[config.mk]
export PLATFORM = sky130hd
export DESIGN_NAME = lht_ctrl
export DESIGN_NICKNAME = d
export VERILOG_FILES = /design/src/rtl/lht_ctrl.sv
export SDC_FILE = /design/constraint.sdc
export NUM_CORES = 1
export LEC_CHECK = 0
export CAP_MARGIN = 10
export CORE_ASPECT_RATIO = 1.1
export CORE_MARGIN = 4
export CORE_UTILIZATION = 45
export DETAILED_ROUTE_END_ITERATION = 6
export GPL_TIMING_DRIVEN = 0
export PLACE_DENSITY = 0.76
export SLEW_MARGIN = 15
export SYNTH_ARGS = -nofsm -noshare
export SYNTH_HDL_FRONTEND = slang
export SYNTH_SLANG_ARGS = --single-unit
[constraint.sdc]
create_clock -name clk -period 3.1 [get_ports clk]
set_clock_uncertainty 0.05 [all_clocks]
set_input_delay 0.62 -clock clk [delete_from_list [all_inputs] [get_ports clk]]
set_output_delay 0.62 -clock clk [all_outputs]
set_load 0.03 [all_outputs]
[src/rtl/lht_ctrl.sv]
// Controller for the dual-port 256x4 lht table: saturating read-modify-write updates on
// port 0, pipelined lookups on port 1, zero-fill after reset or on request, write forwarding.
module lht_ctrl #(
    parameter int unsigned DATA_WIDTH = 4,
    parameter int unsigned ADDR_WIDTH = 8
) (
    input  logic                  clk,
    input  logic                  rst_n,
    input  logic                  clr_req_i,
    output logic                  busy_o,
    input  logic                  upd_valid_i,
    output logic                  upd_ready_o,
    input  logic [ADDR_WIDTH-1:0] upd_addr_i,
    input  logic [1:0]            upd_op_i,
    input  logic [DATA_WIDTH-1:0] upd_data_i,
    input  logic                  lkp_valid_i,
    output logic                  lkp_ready_o,
    input  logic [ADDR_WIDTH-1:0] lkp_addr_i,
    output logic                  rsp_valid_o,
    output logic [ADDR_WIDTH-1:0] rsp_addr_o,
    output logic [DATA_WIDTH-1:0] rsp_data_o,
    output logic                  csb0_o,
    output logic                  web0_o,
    output logic [ADDR_WIDTH-1:0] addr0_o,
    output logic [DATA_WIDTH-1:0] din0_o,
    input  logic [DATA_WIDTH-1:0] dout0_i,
    output logic                  csb1_o,
    output logic                  web1_o,
    output logic [ADDR_WIDTH-1:0] addr1_o,
    output logic [DATA_WIDTH-1:0] din1_o,
    input  logic [DATA_WIDTH-1:0] dout1_i
);

    localparam logic [1:0] CLEAR  = 2'd0;
    localparam logic [1:0] IDLE   = 2'd1;
    localparam logic [1:0] RMW_WR = 2'd2;

    localparam logic [DATA_WIDTH-1:0] DATA_MAX  = {DATA_WIDTH{1'b1}};
    localparam logic [ADDR_WIDTH-1:0] ADDR_LAST = {ADDR_WIDTH{1'b1}};

    logic [1:0]            state_q, state_d;
    logic [ADDR_WIDTH-1:0] clr_ptr_q, clr_ptr_d;
    logic                  clr_pend_q, clr_pend_d;
    logic                  busy_q, upd_ready_q, lkp_ready_q;

    logic [ADDR_WIDTH-1:0] rmw_addr_q;
    logic [1:0]            rmw_op_q;
    logic [DATA_WIDTH-1:0] rmw_data_q;
    logic [DATA_WIDTH-1:0] rmw_old, rmw_new;

    logic                  pend_valid_q;
    logic [ADDR_WIDTH-1:0] pend_addr_q;
    logic [DATA_WIDTH-1:0] pend_data_q;

    logic                  lkp_v_q;
    logic [ADDR_WIDTH-1:0] lkp_addr_q;
    logic                  rsp_valid_q;
    logic [ADDR_WIDTH-1:0] rsp_addr_q;
    logic [DATA_WIDTH-1:0] rsp_data_q;

    logic upd_acc, lkp_acc, wr_en, fwd_rmw, fwd_lkp;

    assign upd_acc = upd_valid_i & upd_ready_q;
    assign lkp_acc = lkp_valid_i & lkp_ready_q;
    assign wr_en   = ~csb0_o & ~web0_o;
    assign fwd_rmw = pend_valid_q & (pend_addr_q == rmw_addr_q);
    assign fwd_lkp = pend_valid_q & (pend_addr_q == lkp_addr_q);

    assign busy_o      = busy_q;
    assign upd_ready_o = upd_ready_q;
    assign lkp_ready_o = lkp_ready_q;
    assign rsp_valid_o = rsp_valid_q;
    assign rsp_addr_o  = rsp_addr_q;
    assign rsp_data_o  = rsp_data_q;

    assign csb1_o  = ~lkp_acc;
    assign web1_o  = 1'b1;
    assign addr1_o = lkp_addr_i;
    assign din1_o  = '0;

    // State register
    always_ff @(posedge clk or negedge rst_n) begin
        if (!rst_n) begin
            state_q <= CLEAR;
        end else begin
            state_q <= state_d;
        end
    end

    // Next state, port 0 drive and saturating update arithmetic
    always_comb begin
        state_d    = state_q;
        clr_ptr_d  = clr_ptr_q;
        clr_pend_d = clr_pend_q;
        csb0_o     = 1'b1;
        web0_o     = 1'b1;
        addr0_o    = '0;
        din0_o     = '0;
        rmw_old    = fwd_rmw ? pend_data_q : dout0_i;
        rmw_new    = '0;

        case (rmw_op_q)
            2'b00:   rmw_new = (rmw_old == DATA_MAX) ? DATA_MAX : rmw_old + DATA_WIDTH'(1);
            2'b01:   rmw_new = (rmw_old == '0) ? '0 : rmw_old - DATA_WIDTH'(1);
            2'b10:   rmw_new = rmw_data_q;
            default: rmw_new = '0;
        endcase

        case (state_q)
            CLEAR: begin
                clr_pend_d = 1'b0;
                // Port 0 stays quiet while reset is held; the fill begins once it lifts
                csb0_o     = ~rst_n;
                web0_o     = ~rst_n;
                addr0_o    = clr_ptr_q;
                clr_ptr_d  = clr_ptr_q + ADDR_WIDTH'(1);
                if (clr_ptr_q == ADDR_LAST) begin
                    state_d = IDLE;
                end
            end
            IDLE: begin
                if (upd_acc) begin
                    csb0_o     = 1'b0;
                    addr0_o    = upd_addr_i;
                    state_d    = RMW_WR;
                    clr_pend_d = clr_req_i;
                end else if (clr_req_i) begin
                    state_d = CLEAR;
                end
            end
            RMW_WR: begin
                csb0_o     = 1'b0;
                web0_o     = 1'b0;
                addr0_o    = rmw_addr_q;
                din0_o     = rmw_new;
                clr_pend_d = 1'b0;
                state_d    = (clr_req_i | clr_pend_q) ? CLEAR : IDLE;
            end
            default: begin
                state_d = CLEAR;
            end
        endcase
    end

    // Control registers: fill pointer, deferred clear, readies and busy
    always_ff @(posedge clk or negedge rst_n) begin
        if (!rst_n) begin
            clr_ptr_q   <= '0;
            clr_pend_q  <= 1'b0;
            busy_q      <= 1'b1;
            upd_ready_q <= 1'b0;
            lkp_ready_q <= 1'b0;
        end else begin
            clr_ptr_q   <= clr_ptr_d;
            clr_pend_q  <= clr_pend_d;
            busy_q      <= (state_d == CLEAR) | clr_pend_d;
            upd_ready_q <= (state_d == IDLE);
            lkp_ready_q <= (state_d != CLEAR);
        end
    end

    // Latched update request
    always_ff @(posedge clk or negedge rst_n) begin
        if (!rst_n) begin
            rmw_addr_q <= '0;
            rmw_op_q   <= 2'b00;
            rmw_data_q <= '0;
        end else if (upd_acc) begin
            rmw_addr_q <= upd_addr_i;
            rmw_op_q   <= upd_op_i;
            rmw_data_q <= upd_data_i;
        end
    end

    // Last write issued; once committed it matches the array, so holding it is harmless
    always_ff @(posedge clk or negedge rst_n) begin
        if (!rst_n) begin
            pend_valid_q <= 1'b0;
            pend_addr_q  <= '0;
            pend_data_q  <= '0;
        end else if (wr_en) begin
            pend_valid_q <= 1'b1;
            pend_addr_q  <= addr0_o;
            pend_data_q  <= din0_o;
        end
    end

    // Lookup pipeline: address tracked alongside the SRAM read, forwarded on response
    always_ff @(posedge clk or negedge rst_n) begin
        if (!rst_n) begin
            lkp_v_q     <= 1'b0;
            lkp_addr_q  <= '0;
            rsp_valid_q <= 1'b0;
            rsp_addr_q  <= '0;
            rsp_data_q  <= '0;
        end else begin
            lkp_v_q     <= lkp_acc;
            rsp_valid_q <= lkp_v_q;
            if (lkp_acc) begin
                lkp_addr_q <= lkp_addr_i;
            end
            if (lkp_v_q) begin
                rsp_addr_q <= lkp_addr_q;
                rsp_data_q <= fwd_lkp ? pend_data_q : dout1_i;
            end
        end
    end

endmodule

=== Yosys cells after proc, flatten, opt, wreduce, memory -nomap -nowiden ===
Cells that the tools add are included.

* Flip-flop bits (word level): 63
* Input bits: 35
* Word-level logic and storage cells: 64

* Add/subtract/negate cells: 3
* Equal/unequal tests: 9
* Multiplexer cells: 18
* Bitwise gates (word level): 11
* Reduce and logical (&&, ||, !) cells: 6

{| class="wikitable"
|+ Operators with widths
! operator !! count
|-
| $pmux W8 S3 || 1
|-
| $mux W4 || 5
|-
| $eq A8 B8 Y1 || 2
|-
| $pmux W4 S3 || 1
|-
| $add A8 B1 Y8 const B || 1
|-
| $eq A8 B8 Y1 const B || 1
|-
| $mux W8 || 1
|-
| $eq A2 B1 Y1 const B || 3
|-
| $logic_not A2 Y1 || 3
|-
| $mux W2 || 3
|-
| $pmux W2 S3 || 1
|-
| $and A1 B1 Y1 || 5
|-
| $add A4 B1 Y4 const B || 1
|-
| $eq A2 B2 Y1 const B || 2
|-
| $eq A4 B4 Y1 const B || 1
|-
| $logic_not A4 Y1 || 1
|-
| $not A1 Y1 || 4
|-
| $pmux W1 S2 || 2
|-
| $sub A4 B1 Y4 const B || 1
|-
| $mux W1 || 3
|-
| $pmux W1 S3 || 1
|-
| $or A1 B1 Y1 || 2
|-
| $reduce_bool A2 Y1 || 1
|-
| $reduce_or A2 Y1 || 1
|}

=== Logic depth before layout (Yosys ltp) ===
* Word-level depth: 7
* Gate-level depth with buffers: 11
* Gate-level depth less buffers: 11

=== Least setup slack after synthesis ===
No wires, ideal clock.

* Path kind: reg2out
* Start point: register pend_addr_q[4]
* End point: output din0_o[3]
* Data arrival time: 2.640 ns
* Path slack: -0.210 ns
* Stages on the path, launching flop included: 11
* Path buffers: 0
* Path through: dfrtp_1 > xnor2_1 > nand2_2 > nor4_4 > mux2i_1 > inv_1 > ha_1 > nor3b_1 > nor3_2 > a211o_1 > a21o_2

* Longest elaborated chain between the ends: 7
* Elaborated cells on any way between the ends: 11
* Classes of those cells: add/sub (2); eq/ne (2); mux (5); bitwise (1); reduce/logical (1)

{| class="wikitable"
|+ Ends and longest elaborated chain
! element !! line !! RTL
|-
| start: declaration || 52 || <nowiki>logic [ADDR_WIDTH-1:0] pend_addr_q;</nowiki>
|-
| start signal: assignment || 183 || <nowiki>pend_addr_q <= addr0_o;</nowiki>
|-
| $eq A8 B8 Y1 (*) || 66 || <nowiki>assign fwd_rmw = pend_valid_q & (pend_addr_q == rmw_addr_q);</nowiki>
|-
| $and A1 B1 Y1 (*) || 66 ||
|-
| $mux W4 (*) || 99 || <nowiki>rmw_old = fwd_rmw ? pend_data_q : dout0_i;</nowiki>
|-
| $sub A4 B1 Y4, or another cell as far along || 104 || <nowiki>2'b01: rmw_new = (rmw_old == '0) ? '0 : rmw_old - DATA_WIDTH'(1);</nowiki>
|-
| $mux W4, on equally long branches || 104, 103 ||
|-
| $pmux W4 S3 (*) || 102 || <nowiki>case (rmw_op_q)</nowiki>
|-
| $mux W4 (*) || 109 || <nowiki>case (state_q)</nowiki>
|-
| end: declaration || 25 || <nowiki>output logic [DATA_WIDTH-1:0] din0_o,</nowiki>
|}

Mark *: on every way between the ends. The rest lies on a longest branch, timed or not.

=== Worst setup path after layout ===
* Start point: register rmw_addr_q[2]
* End point: output din0_o[3]

* Longest elaborated chain between the ends: 7
* Elaborated cells on any way between the ends: 11
* Classes of those cells: add/sub (2); eq/ne (2); mux (5); bitwise (1); reduce/logical (1)

{| class="wikitable"
|+ Ends and longest elaborated chain
! element !! line !! RTL
|-
| start: declaration || 46 || <nowiki>logic [ADDR_WIDTH-1:0] rmw_addr_q;</nowiki>
|-
| start signal: assignment || 169 || <nowiki>rmw_addr_q <= upd_addr_i;</nowiki>
|-
| $eq A8 B8 Y1 (*) || 66 ||
|-
| $and A1 B1 Y1 (*) || 66 ||
|-
| $mux W4 (*) || 99 ||
|-
| $sub A4 B1 Y4, or another cell as far along || 104 ||
|-
| $mux W4, on equally long branches || 104, 103 ||
|-
| $pmux W4 S3 (*) || 102 ||
|-
| $mux W4 (*) || 109 ||
|}

Marked as above.

==> impl_metrics.py <==
metrics = {
    "critical_path": {
        "worst_setup_path_end_kind": "output port",
        "slowest_delay_ns": 0.43,
        "cpLargestDelayFamily": "simple AND/OR/NAND/NOR gates",
        "critical_path_class": "flop to output port",
        "cp.arrival_ns": 2.91,
        "slowest_stage": "dfrtp_2",
        "path_cells": "xnor2_2 -> nand2_1 -> nor4_4 -> buf_6 -> mux2i_4 -> buf_4 -> ha_4 -> nor3_1 -> a211oi_2 -> a2111oi_4 -> a21o_4 -> buf_6",
        "reg2reg_slack_ns": 0.42,
        "start_kind": "flop",
        "crit_required_ns": 2.43,
        "crit_fanout": 7,
        "crit_top_cell": "buf_6",
        "path_buf_inv": 3,
    },
    "yosys": {
        "async_flop_share_pct": 100,
        "synth_warnings": 0,
        "synth_flop_cell": "dfrtp_1",
        "synth_area_per_cell_um2": 9.52,
        "synth_cell_types": 45,
        "yosysSeqAreaShare_pct": 46.4,
        "synth_edf_count": 0,
        "netlist_area_um2": 3400,
        "ys_ff_latch": 63,
        "synth_cells": 357,
    },
    "clock_tree": {
        "cts.clk_slew.worst_paths_ns": 0.08,
        "cts_root_buf": "clkbuf_8",
        "cts_buffers": 9,
        "htree_levels": 3,
        "clock_sinks": 63,
        "clockBufferDepth": 2,
        "clock_latency_ns": 0.35,
        "cts_tree": "built",
    },
    "floorplanning": {
        "design.core.area_um2": 7170,
        "row_count": 32,
        "die_h_um": 99.2,
        "start_util_pct": 47.4,
        "pin_count": 79,
        "die_area_um2": 9010,
        "die_w_um": 90.9,
    },
    "sta": {
        "rsz0062_at_grt": "yes",
        "setup_viol": 4,
        "fmax_mhz": 279,
        "fin_setup_tns_ns": -1.71,
        "finalHoldViolCount": 0,
        "tightest_slew_ns": 0.612,
        "final.setup.worst_slack_ns": -0.478,
        "report.final.slew_viol_count": 0,
        "max_slew_margin_pct": 58.9,
        "min_period_over_period_pct": 115,
        "finalWorstPathRequiredPeriod_ns": 3.58,
    },
    "power_and_ir_drop": {
        "p_leak_nw": 2.19,
        "ir_worst_vdd_mv": 0.525,
        "p_total_mw": 3.05,
        "power_per_cell_area_nw_per_um2": 616,
    },
    "drt": {
        "vias": 2988,
        "firstDrtPassIters": 4,
        "wl_per_cell_um": 16.0,
        "drc": 0,
        "vias_per_cell": 5.30,
        "ant_nets": 0,
        "drtIter0Drc": 214,
        "routed_wl_um": 9010,
    },
    "final_layout": {
        "drive_gt1_share_pct": 28.8,
        "fin_cells": 564,
        "final_nets": 512,
        "syn2layout_area_growth_pct": 45.6,
        "layout_commonest_cell": "nand2_1",
        "antennaDiodeCount": 0,
        "layout.cells.most_common_list": "72 x nand2_1, 58 x clkdlybuf4s50_1, 56 x dfrtp_1",
    },
    "placed_design": {
        "numPortBuffers": 73,
        "dpl.hpwl_um": 6220,
        "place_ws_ns": -1.08,
        "gp_congestion": 0.896,
        "dp.cells": 519,
    },
    "run_status": {
        "violations": "negative setup slack",
        "run_status": "complete, but fails checks",
    },
    "grt": {
        "grt_overflow_total": 0,
        "grt_pass1_wl_um": 14700,
        "grtUsageTotal_pct": 20.3,
        "grt_max_degree": 45,
        "antenna_found_initial": 0,
        "grt_pass1_vias": 3019,
    },
    "min_path": {
        "hp-class": "input pin to async pin",
    },
    "flow_run": {
        "max_cap_violations": 0,
    },
}
## path summary, 6_finish.rpt
kind                                from        endpoint  cells after the start
min reg2reg                      lkp_v_q     rsp_valid_o                      0
min                                rst_n   rsp_data_o[0]                      1
min in group clk                 lkp_v_q     rsp_valid_o                      0
max                        rmw_addr_q[2]       din0_o[3]                     12
max in group asynchronous          rst_n   rmw_addr_q[1]                      2
max reg2reg                rmw_addr_q[2]  pend_data_q[3]                     11
## power by group
group          internal, mW  switching (mW)  total (mW)
combinational         0.542           0.568        1.11
clock                 0.464           0.357       0.820
sequential            0.965           0.156        1.12
total                  1.97            1.08        3.05
## stage by stage
stage | hold WS (ns) | utilization (%) | cell area [um2]
after global placement | 0.303 | 59.8 | 4280
final | 0.106 | 69.1 | 4950
after CTS | 0.104 | 67.1 | 4810
after global routing | 0.114 | 69.1 | 4950
after detailed placement | 0.315 | 60.0 | 4300
after floorplan | 0.274 | - | 3450
## routing by layer
metal / routed length, um / global-route usage (%) / vias up / part of all wire (%)
met5: 0 / 0 / - / 0
li1: - / - / 1446 / -
met2: 4430 / 34.7 / 113 / 49
met3: 517 / 3.63 / 22 / 5.7
met4: 238 / 8.82 / 0 / 2.6
met1: 3820 / 25.2 / 1407 / 42
## logic make-up (layout without fill, tap and decap cells)
group | after synthesis | in the layout | synth area share (%)
mux | 34 | 34 | 11.0
xor+xnor | 23 | 23 | 5.93
flops | 63 | 63 | 46.4
fa+ha+maj | 3 | 3 | 1.10
compound gates | 53 | 53 | 9.75
simple gates | 144 | 144 | 20.2
buf+inv | 35 | 154 | 5.34
other cells | 2 | 5 | 0.221
## synth_stat cells (2+ instances only)
cell type	instances	area, um2
a211o_1	2	17.5
a211oi_1	2	15.0
a21oi_1	6	30.0
a221o_1	2	20.0
a31oi_1	11	68.8
and2_1	2	12.5
and3_1	3	18.8
buf_4	13	97.6
clkbuf_1	15	56.3
conb_1	2	7.51
dfrtp_1	62	1550
ha_1	3	37.5
inv_1	6	22.5
mux2_2	17	191
mux2i_1	16	160
nand2_1	75	282
nand2b_1	4	25.0
nand3_1	11	55.1
nand4_1	5	31.3
nor2_1	13	48.8
nor2b_1	13	81.3
nor3_1	6	30.0
nor4_1	2	12.5
o21ai_0	22	110
o22ai_1	2	12.5
or3_1	2	12.5
xnor2_1	14	123
xor2_1	9	78.8
## final cells by class
class / instances / area [um2]
clock inverter: 7 / 104
multi-input combinational: 262 / 1870
fill: 524 / 2220
buffer: 28 / 161
inverter: 6 / 22.5
clock buffer: 9 / 124
timing repair buffer: 104 / 978
sequential: 63 / 1590
tap: 85 / 106
## worst register-to-register path, stage by stage (launching register included)
cell and delay [ns]:
dfrtp_2 0.43, xnor2_2 0.22, nand2_1 0.13, nor4_4 0.24, buf_6 0.18, mux2i_4 0.25
inv_2 0.06, ha_4 0.20, nor3_4 0.12, a21oi_2 0.05, a211o_1 0.33, a221o_1 0.30
## repair_timing
item	in CTS	in global routing
setup buffers	22	8
hold buffers	0	0
gates resized for setup	69	31
endpoints found under the setup margin	15	10
pin swaps	15	12
## registers in the layout, indices dropped and copies added, names as in the netlist, 4 cells and up
| signal | cells |
|---|---|
| lkp_addr_q | 8 |
| rmw_data_q | 4 |
| pend_addr_q | 8 |
| rmw_addr_q | 8 |
| rsp_data_o | 4 |
| pend_data_q | 4 |
| rsp_addr_o | 8 |
| clr_ptr_q | 8 |
(Power assumes the default switching activity.)
